**config.mk**
```make
export PLATFORM = sky130hd
export DESIGN_NAME = camac_cycle_sequencer_flat
export DESIGN_NICKNAME = d
export VERILOG_FILES = /design/src/rtl/camac_cycle_sequencer_if.sv /design/src/rtl/camac_cycle_sequencer.sv /design/src/flat_wrapper.sv
export SDC_FILE = /design/constraint.sdc
export NUM_CORES = 1
export LEC_CHECK = 0
export CAP_MARGIN = 20
export CORE_AREA = 2 2 51 53
export CTS_BUF_LIST = sky130_fd_sc_hd__clkbuf_16
export CTS_CLUSTER_SIZE = 40
export DETAILED_ROUTE_END_ITERATION = 6
export DIE_AREA = 0 0 53 55
export PLACE_DENSITY = 0.61
export SLEW_MARGIN = 15
export SYNTH_ARGS = -nofsm -noshare
export SYNTH_HDL_FRONTEND = slang
export SYNTH_SLANG_ARGS = --single-unit
```
**constraint.sdc**
```tcl
create_clock -name clk -period 4.55 [get_ports clk]
set_clock_uncertainty 0.15 [all_clocks]
set_input_delay 0.6825 -clock clk [delete_from_list [all_inputs] [get_ports clk]]
set_output_delay 0.6825 -clock clk [all_outputs]
set_load 0.005 [all_outputs]
```
**src/rtl/camac_cycle_sequencer_if.sv**
```systemverilog
// rtl/camac_cycle_sequencer_if.sv - requester, automate and status signals of the CAMAC cycle sequencer
interface camac_cycle_sequencer_if;
  logic       req0;
  logic       req1;
  logic [1:0] req0_a;
  logic [1:0] req1_a;
  logic       req0_w;
  logic       req1_w;
  logic       gnt0;
  logic       gnt1;
  logic       done0;
  logic       done1;
  logic [1:0] a;
  logic       w;
  logic       sel;
  logic       rdy;
  logic       busy;
  logic       err_timeout;

  // sequencer side
  modport master (
    input  req0, req1, req0_a, req1_a, req0_w, req1_w, rdy,
    output gnt0, gnt1, done0, done1, a, w, sel, busy, err_timeout
  );

  // requesters and automate side
  modport slave (
    output req0, req1, req0_a, req1_a, req0_w, req1_w, rdy,
    input  gnt0, gnt1, done0, done1, a, w, sel, busy, err_timeout
  );
endinterface

```
**src/rtl/camac_cycle_sequencer.sv**
```systemverilog
// rtl/camac_cycle_sequencer.sv - two-requester round-robin CAMAC cycle sequencer (optional CAMAC_CYCLE_TIMEOUT_EN abort)
module camac_cycle_sequencer #(
  parameter int unsigned TIMEOUT_CYCLES = 255,
  parameter int unsigned SETUP_CYCLES   = 2
) (
  input  logic                   clk,
  input  logic                   reset,
  camac_cycle_sequencer_if.master bus
);

  typedef enum logic [2:0] {IDLE, ARB, SETUP, STROBE, WAIT_RDY, RELEASE} state_t;

  state_t     state;
  state_t     state_next;
  logic       owner;      // requester holding the current grant
  logic       last;       // requester served most recently
  logic [2:0] setup_cnt;  // cycles already spent in SETUP
  logic [1:0] a_q;
  logic       w_q;
  logic       pick;
  logic       tmo_hit;

  // with both requests pending the one not served last wins
  assign pick = (bus.req0 && bus.req1) ? ~last : bus.req1;

`ifdef CAMAC_CYCLE_TIMEOUT_EN
  logic [7:0] tmo_cnt;  // sel-low cycles elapsed, the strobe cycle counts as the first
  logic       tmo_flag;

  // abort counter: cleared entering STROBE, counts while sel is low
  always_ff @(posedge clk or posedge reset) begin
    if (reset) begin
      tmo_cnt  <= 8'd0;
      tmo_flag <= 1'b0;
    end else begin
      if (state == SETUP && state_next == STROBE)
        tmo_cnt <= 8'd0;
      else if (state == STROBE || state == WAIT_RDY)
        tmo_cnt <= tmo_cnt + 8'd1;
      if (state == ARB)
        tmo_flag <= 1'b0;
      else if (state == WAIT_RDY && tmo_hit && !bus.rdy)
        tmo_flag <= 1'b1;
    end
  end

  assign tmo_hit         = (tmo_cnt >= 8'(TIMEOUT_CYCLES - 1));
  assign bus.err_timeout = (state == RELEASE) && tmo_flag;
`else
  assign tmo_hit         = 1'b0;
  assign bus.err_timeout = 1'b0;
`endif

  // state register; reset returns to IDLE at once so sel rises without waiting for a clock
  always_ff @(posedge clk or posedge reset) begin
    if (reset) state <= IDLE;
    else       state <= state_next;
  end

  // next state and strobe/grant outputs decoded from the current state
  always_comb begin
    state_next = state;
    bus.busy   = (state != IDLE);
    bus.sel    = !(state == STROBE || state == WAIT_RDY);
    bus.gnt0   = (state != IDLE) && !owner;
    bus.gnt1   = (state != IDLE) && owner;
    bus.done0  = (state == RELEASE) && !owner;
    bus.done1  = (state == RELEASE) && owner;
    bus.a      = a_q;
    bus.w      = w_q;
    case (state)
      IDLE:     if (bus.req0 || bus.req1) state_next = ARB;
      ARB:      state_next = SETUP;
      SETUP:    if (setup_cnt == 3'(SETUP_CYCLES - 1)) state_next = STROBE;
      STROBE:   state_next = WAIT_RDY;
      WAIT_RDY: if (bus.rdy || tmo_hit) state_next = RELEASE;
      RELEASE:  state_next = IDLE;
      default:  state_next = IDLE;
    endcase
  end

  // grant owner, latched address/direction, setup timer and round-robin pointer
  always_ff @(posedge clk or posedge reset) begin
    if (reset) begin
      owner     <= 1'b0;
      last      <= 1'b1;
      a_q       <= 2'd0;
      w_q       <= 1'b0;
      setup_cnt <= 3'd0;
    end else begin
      if (state == IDLE && state_next == ARB)
        owner <= pick;
      if (state == ARB) begin
        a_q <= owner ? bus.req1_a : bus.req0_a;
        w_q <= owner ? bus.req1_w : bus.req0_w;
      end
      if (state == SETUP) setup_cnt <= setup_cnt + 3'd1;
      else                setup_cnt <= 3'd0;
      if (state == RELEASE)
        last <= owner;
    end
  end

endmodule

```
**src/flat_wrapper.sv**
```systemverilog
// flat-port wrapper written by rule: the top's interface ports become plain ports
module camac_cycle_sequencer_flat 
#(
  parameter int unsigned TIMEOUT_CYCLES = 255,
  parameter int unsigned SETUP_CYCLES   = 2
)
  (clk, reset, bus_req0, bus_req1, bus_req0_a, bus_req1_a, bus_req0_w, bus_req1_w, bus_rdy, bus_gnt0, bus_gnt1, bus_done0, bus_done1, bus_a, bus_w, bus_sel, bus_busy, bus_err_timeout);
  camac_cycle_sequencer_if bus_i ();
  input  logic clk;
  input  logic reset;
  input wire logic [$bits(bus_i.req0)-1:0] bus_req0;
  input wire logic [$bits(bus_i.req1)-1:0] bus_req1;
  input wire logic [$bits(bus_i.req0_a)-1:0] bus_req0_a;
  input wire logic [$bits(bus_i.req1_a)-1:0] bus_req1_a;
  input wire logic [$bits(bus_i.req0_w)-1:0] bus_req0_w;
  input wire logic [$bits(bus_i.req1_w)-1:0] bus_req1_w;
  input wire logic [$bits(bus_i.rdy)-1:0] bus_rdy;
  output wire logic [$bits(bus_i.gnt0)-1:0] bus_gnt0;
  output wire logic [$bits(bus_i.gnt1)-1:0] bus_gnt1;
  output wire logic [$bits(bus_i.done0)-1:0] bus_done0;
  output wire logic [$bits(bus_i.done1)-1:0] bus_done1;
  output wire logic [$bits(bus_i.a)-1:0] bus_a;
  output wire logic [$bits(bus_i.w)-1:0] bus_w;
  output wire logic [$bits(bus_i.sel)-1:0] bus_sel;
  output wire logic [$bits(bus_i.busy)-1:0] bus_busy;
  output wire logic [$bits(bus_i.err_timeout)-1:0] bus_err_timeout;
  assign bus_i.req0 = bus_req0;
  assign bus_i.req1 = bus_req1;
  assign bus_i.req0_a = bus_req0_a;
  assign bus_i.req1_a = bus_req1_a;
  assign bus_i.req0_w = bus_req0_w;
  assign bus_i.req1_w = bus_req1_w;
  assign bus_i.rdy = bus_rdy;
  assign bus_gnt0 = bus_i.gnt0;
  assign bus_gnt1 = bus_i.gnt1;
  assign bus_done0 = bus_i.done0;
  assign bus_done1 = bus_i.done1;
  assign bus_a = bus_i.a;
  assign bus_w = bus_i.w;
  assign bus_sel = bus_i.sel;
  assign bus_busy = bus_i.busy;
  assign bus_err_timeout = bus_i.err_timeout;
  camac_cycle_sequencer #(.TIMEOUT_CYCLES(TIMEOUT_CYCLES), .SETUP_CYCLES(SETUP_CYCLES)) u_core (.clk(clk), .reset(reset), .bus(bus_i));
endmodule
```
==> results.sh <==
export IMPL_syn_area_um2=563
export IMPL_drv_slew=0
export IMPL_synthArstFlopShare=1.00
export IMPL_max_clock_freq_mhz=393
export IMPL_outcome="finished, final reports clean"
export IMPL_worstSetupEndpointType="primary output"
export IMPL_drc=0
export IMPL_cts_max_level=1
export IMPL_instances_no_fill=106
export IMPL_gp_congestion=0.757
export IMPL_synth_ff_type="dfrtp_1"
export IMPL_place_ws_ns=2.26
export IMPL_finalSetupViolCount=0
export IMPL_vias=437
export IMPL_vdd_drop_max_v=0.000297
export IMPL_dr_first_iter_drc_count=5
export IMPL_root_buffer="clkbuf_16"
export IMPL_dpl_cell_area_um2=768
export IMPL_ys_ff_latch=11
export IMPL_grt_pass1_vias=421
export IMPL_avgSynthCellArea_um2=10.1
export IMPL_powerDensity_nw_per_um2=680
export IMPL_cts_clk_slew_worst_paths_ns=0.04
export IMPL_ys_warn_count=0
export IMPL_initial_core_util=0.238
export IMPL_maxCapViolCount=0
export IMPL_final_cell_area_um2=847
export IMPL_grt_pass1_wl_um=1860
export IMPL_dieArea_um2=2920
export IMPL_vias_per_cell=4.12
export IMPL_io_buffers=19
export IMPL_cts_buffers=3
export IMPL_period_minus_slack_ns=2.54
export IMPL_total_power_mw=0.576
export IMPL_ctsResizeCount=0
export IMPL_wl_per_cell_um=11.2
export IMPL_tritoncts="yes"
export IMPL_antenna_found_initial=0
export IMPL_post_cts_buffers=0
export IMPL_synth_edf_count=0
export IMPL_worst_slack_ns=2.01
export IMPL_cp_max_fo=7
export IMPL_rsz0062_at_grt="no"
export IMPL_ant_nets=0
export IMPL_rows=18
export IMPL_hold_violations=0
export IMPL_critPathKind="reg2out"
export IMPL_hp_class="reg2reg"
export IMPL_chipHeight_um=55
export IMPL_cts_sinks=11
export IMPL_drive_above_1_share=0.0789
export IMPL_die_x_um=53
export IMPL_dp_cells=102
export IMPL_yosys_top_cells_area="dfrtp_1 44%, nor2_1 6.7%, mux2i_1 5.3%"
export IMPL_crit_arrival_ns=1.71
export IMPL_leakagePower_nw=0.368
export IMPL_cp_data_required_time_ns=3.72
export IMPL_synth_top_cell_area_share=0.444
export IMPL_ys_seq_area_frac=0.491
export IMPL_period_share=0.559
export IMPL_nets=90
export IMPL_synth_commonest_cells="10 x dfrtp_1, 10 x nor2_1, 5 x inv_1, 4 x a21oi_1"
export IMPL_grt_overflow=0
export IMPL_worstSkewPairLatency_ns=0.24
export IMPL_cts_path_max_buffers=2
export IMPL_grt_usage=0.0952
export IMPL_ys_types=25
export IMPL_synth_cells=56
export IMPL_first_pass_iters=2
export IMPL_diodes=0
export IMPL_placeableCoreArea_um2=2360
export IMPL_cts_hold_buf=0
export IMPL_grt_max_degree=12
export IMPL_wirelength_um=1190
export IMPL_dp_hpwl_um=868
export IMPL_syn_num_nets=69
export IMPL_final_setup_tns_ns=0
export IMPL_cp_start_kind="register"
export IMPL_area_delta_synth_final_pct=50.4
export IMPL_io_pins=21
export IMPL_yosys_area_top_type="dfrtp_1"
==> sequential cells by signal, summed over array words and instances, names as in the netlist <==
register / cells
u_core.bus.w: 1
u_core.setup_cnt: 3
u_core.bus.a: 2
u_core.owner: 1
u_core.state: 3
u_core.last: 1
==> path summary, 6_finish.rpt <==
path,from,end,slack [ns],depth (start not counted)
min,u_core.setup_cnt[0],u_core.setup_cnt[0],0.32,1
max reg2reg,u_core.state[0],u_core.owner,3.04,3
max in group asynchronous,reset,u_core.last,3.33,2
max,u_core.state[1],bus_sel,2.01,4
min in group asynchronous,reset,u_core.state[2],0.59,2
min reg2reg,u_core.setup_cnt[0],u_core.setup_cnt[0],0.32,1
==> per-stage QoR <==
| step | util | hold slack [ns] |
|---|---|---|
| after floorplan | - | 0.288 |
| after global placement | 0.325 | 0.306 |
| after detailed placement | 0.325 | 0.315 |
| after CTS | 0.358 | 0.320 |
| after global routing | 0.358 | 0.342 |
| final | 0.358 | 0.318 |
==> cell usage in the layout (no fill, tap or decap) <==
cell,count
clkdlybuf4s50_1,19
nor2_1,10
dfrtp_1,10
inv_1,6
a21oi_1,4
mux2i_1,3
nor2b_1,3
clkbuf_16,3
xnor2_1,2
ha_1,2
nor3b_2,1
nor3_2,1
a22o_1,1
a32oi_1,1
o21ai_0,1
o21ai_1,1
nand2b_1,1
nand2_1,1
and3_1,1
or4b_1,1
a311oi_1,1
a21o_1,1
conb_1,1
dfstp_2,1
==> where the power goes <==
part	internal [mW]	switching [mW]
sequential	0.143	0.0542
clock	0.115	0.0431
combinational	0.134	0.0862
==> critical path, stage by stage, from the launching register on <==
cell	delay [ns]
dfrtp_1	0.46
nor2b_1	0.20
a22o_1	0.27
inv_1	0.05
clkdlybuf4s50_1	0.49
==> cell type report <==
cell class              count  area (um2)
clock buffers               3        75.1
clock inverters             1        3.75
fillers                   248        1520
inverters                   5        18.8
multi-input cells          37         245
flip-flops and latches     11         277
well taps                  30        37.5
repair buffers             19         190
==> metal layers <==
metal / GRT usage / part of all wire
met5: 0 / 0
met4: 0.0513 / 0.0076
met3: 0.0430 / 0.066
met2: 0.152 / 0.49
met1: 0.107 / 0.43
==> logic make-up after synthesis <==
logic type | Yosys count | share of synthesized area
compound gates | 10 | 0.113
xor+xnor | 2 | 0.0311
fa+ha+maj | 2 | 0.0444
buf+inv | 8 | 0.0733
flops | 11 | 0.491
mux | 3 | 0.0533
other cells | 1 | 0.00666
simple gates | 19 | 0.187
(Power assumes the default switching activity.)
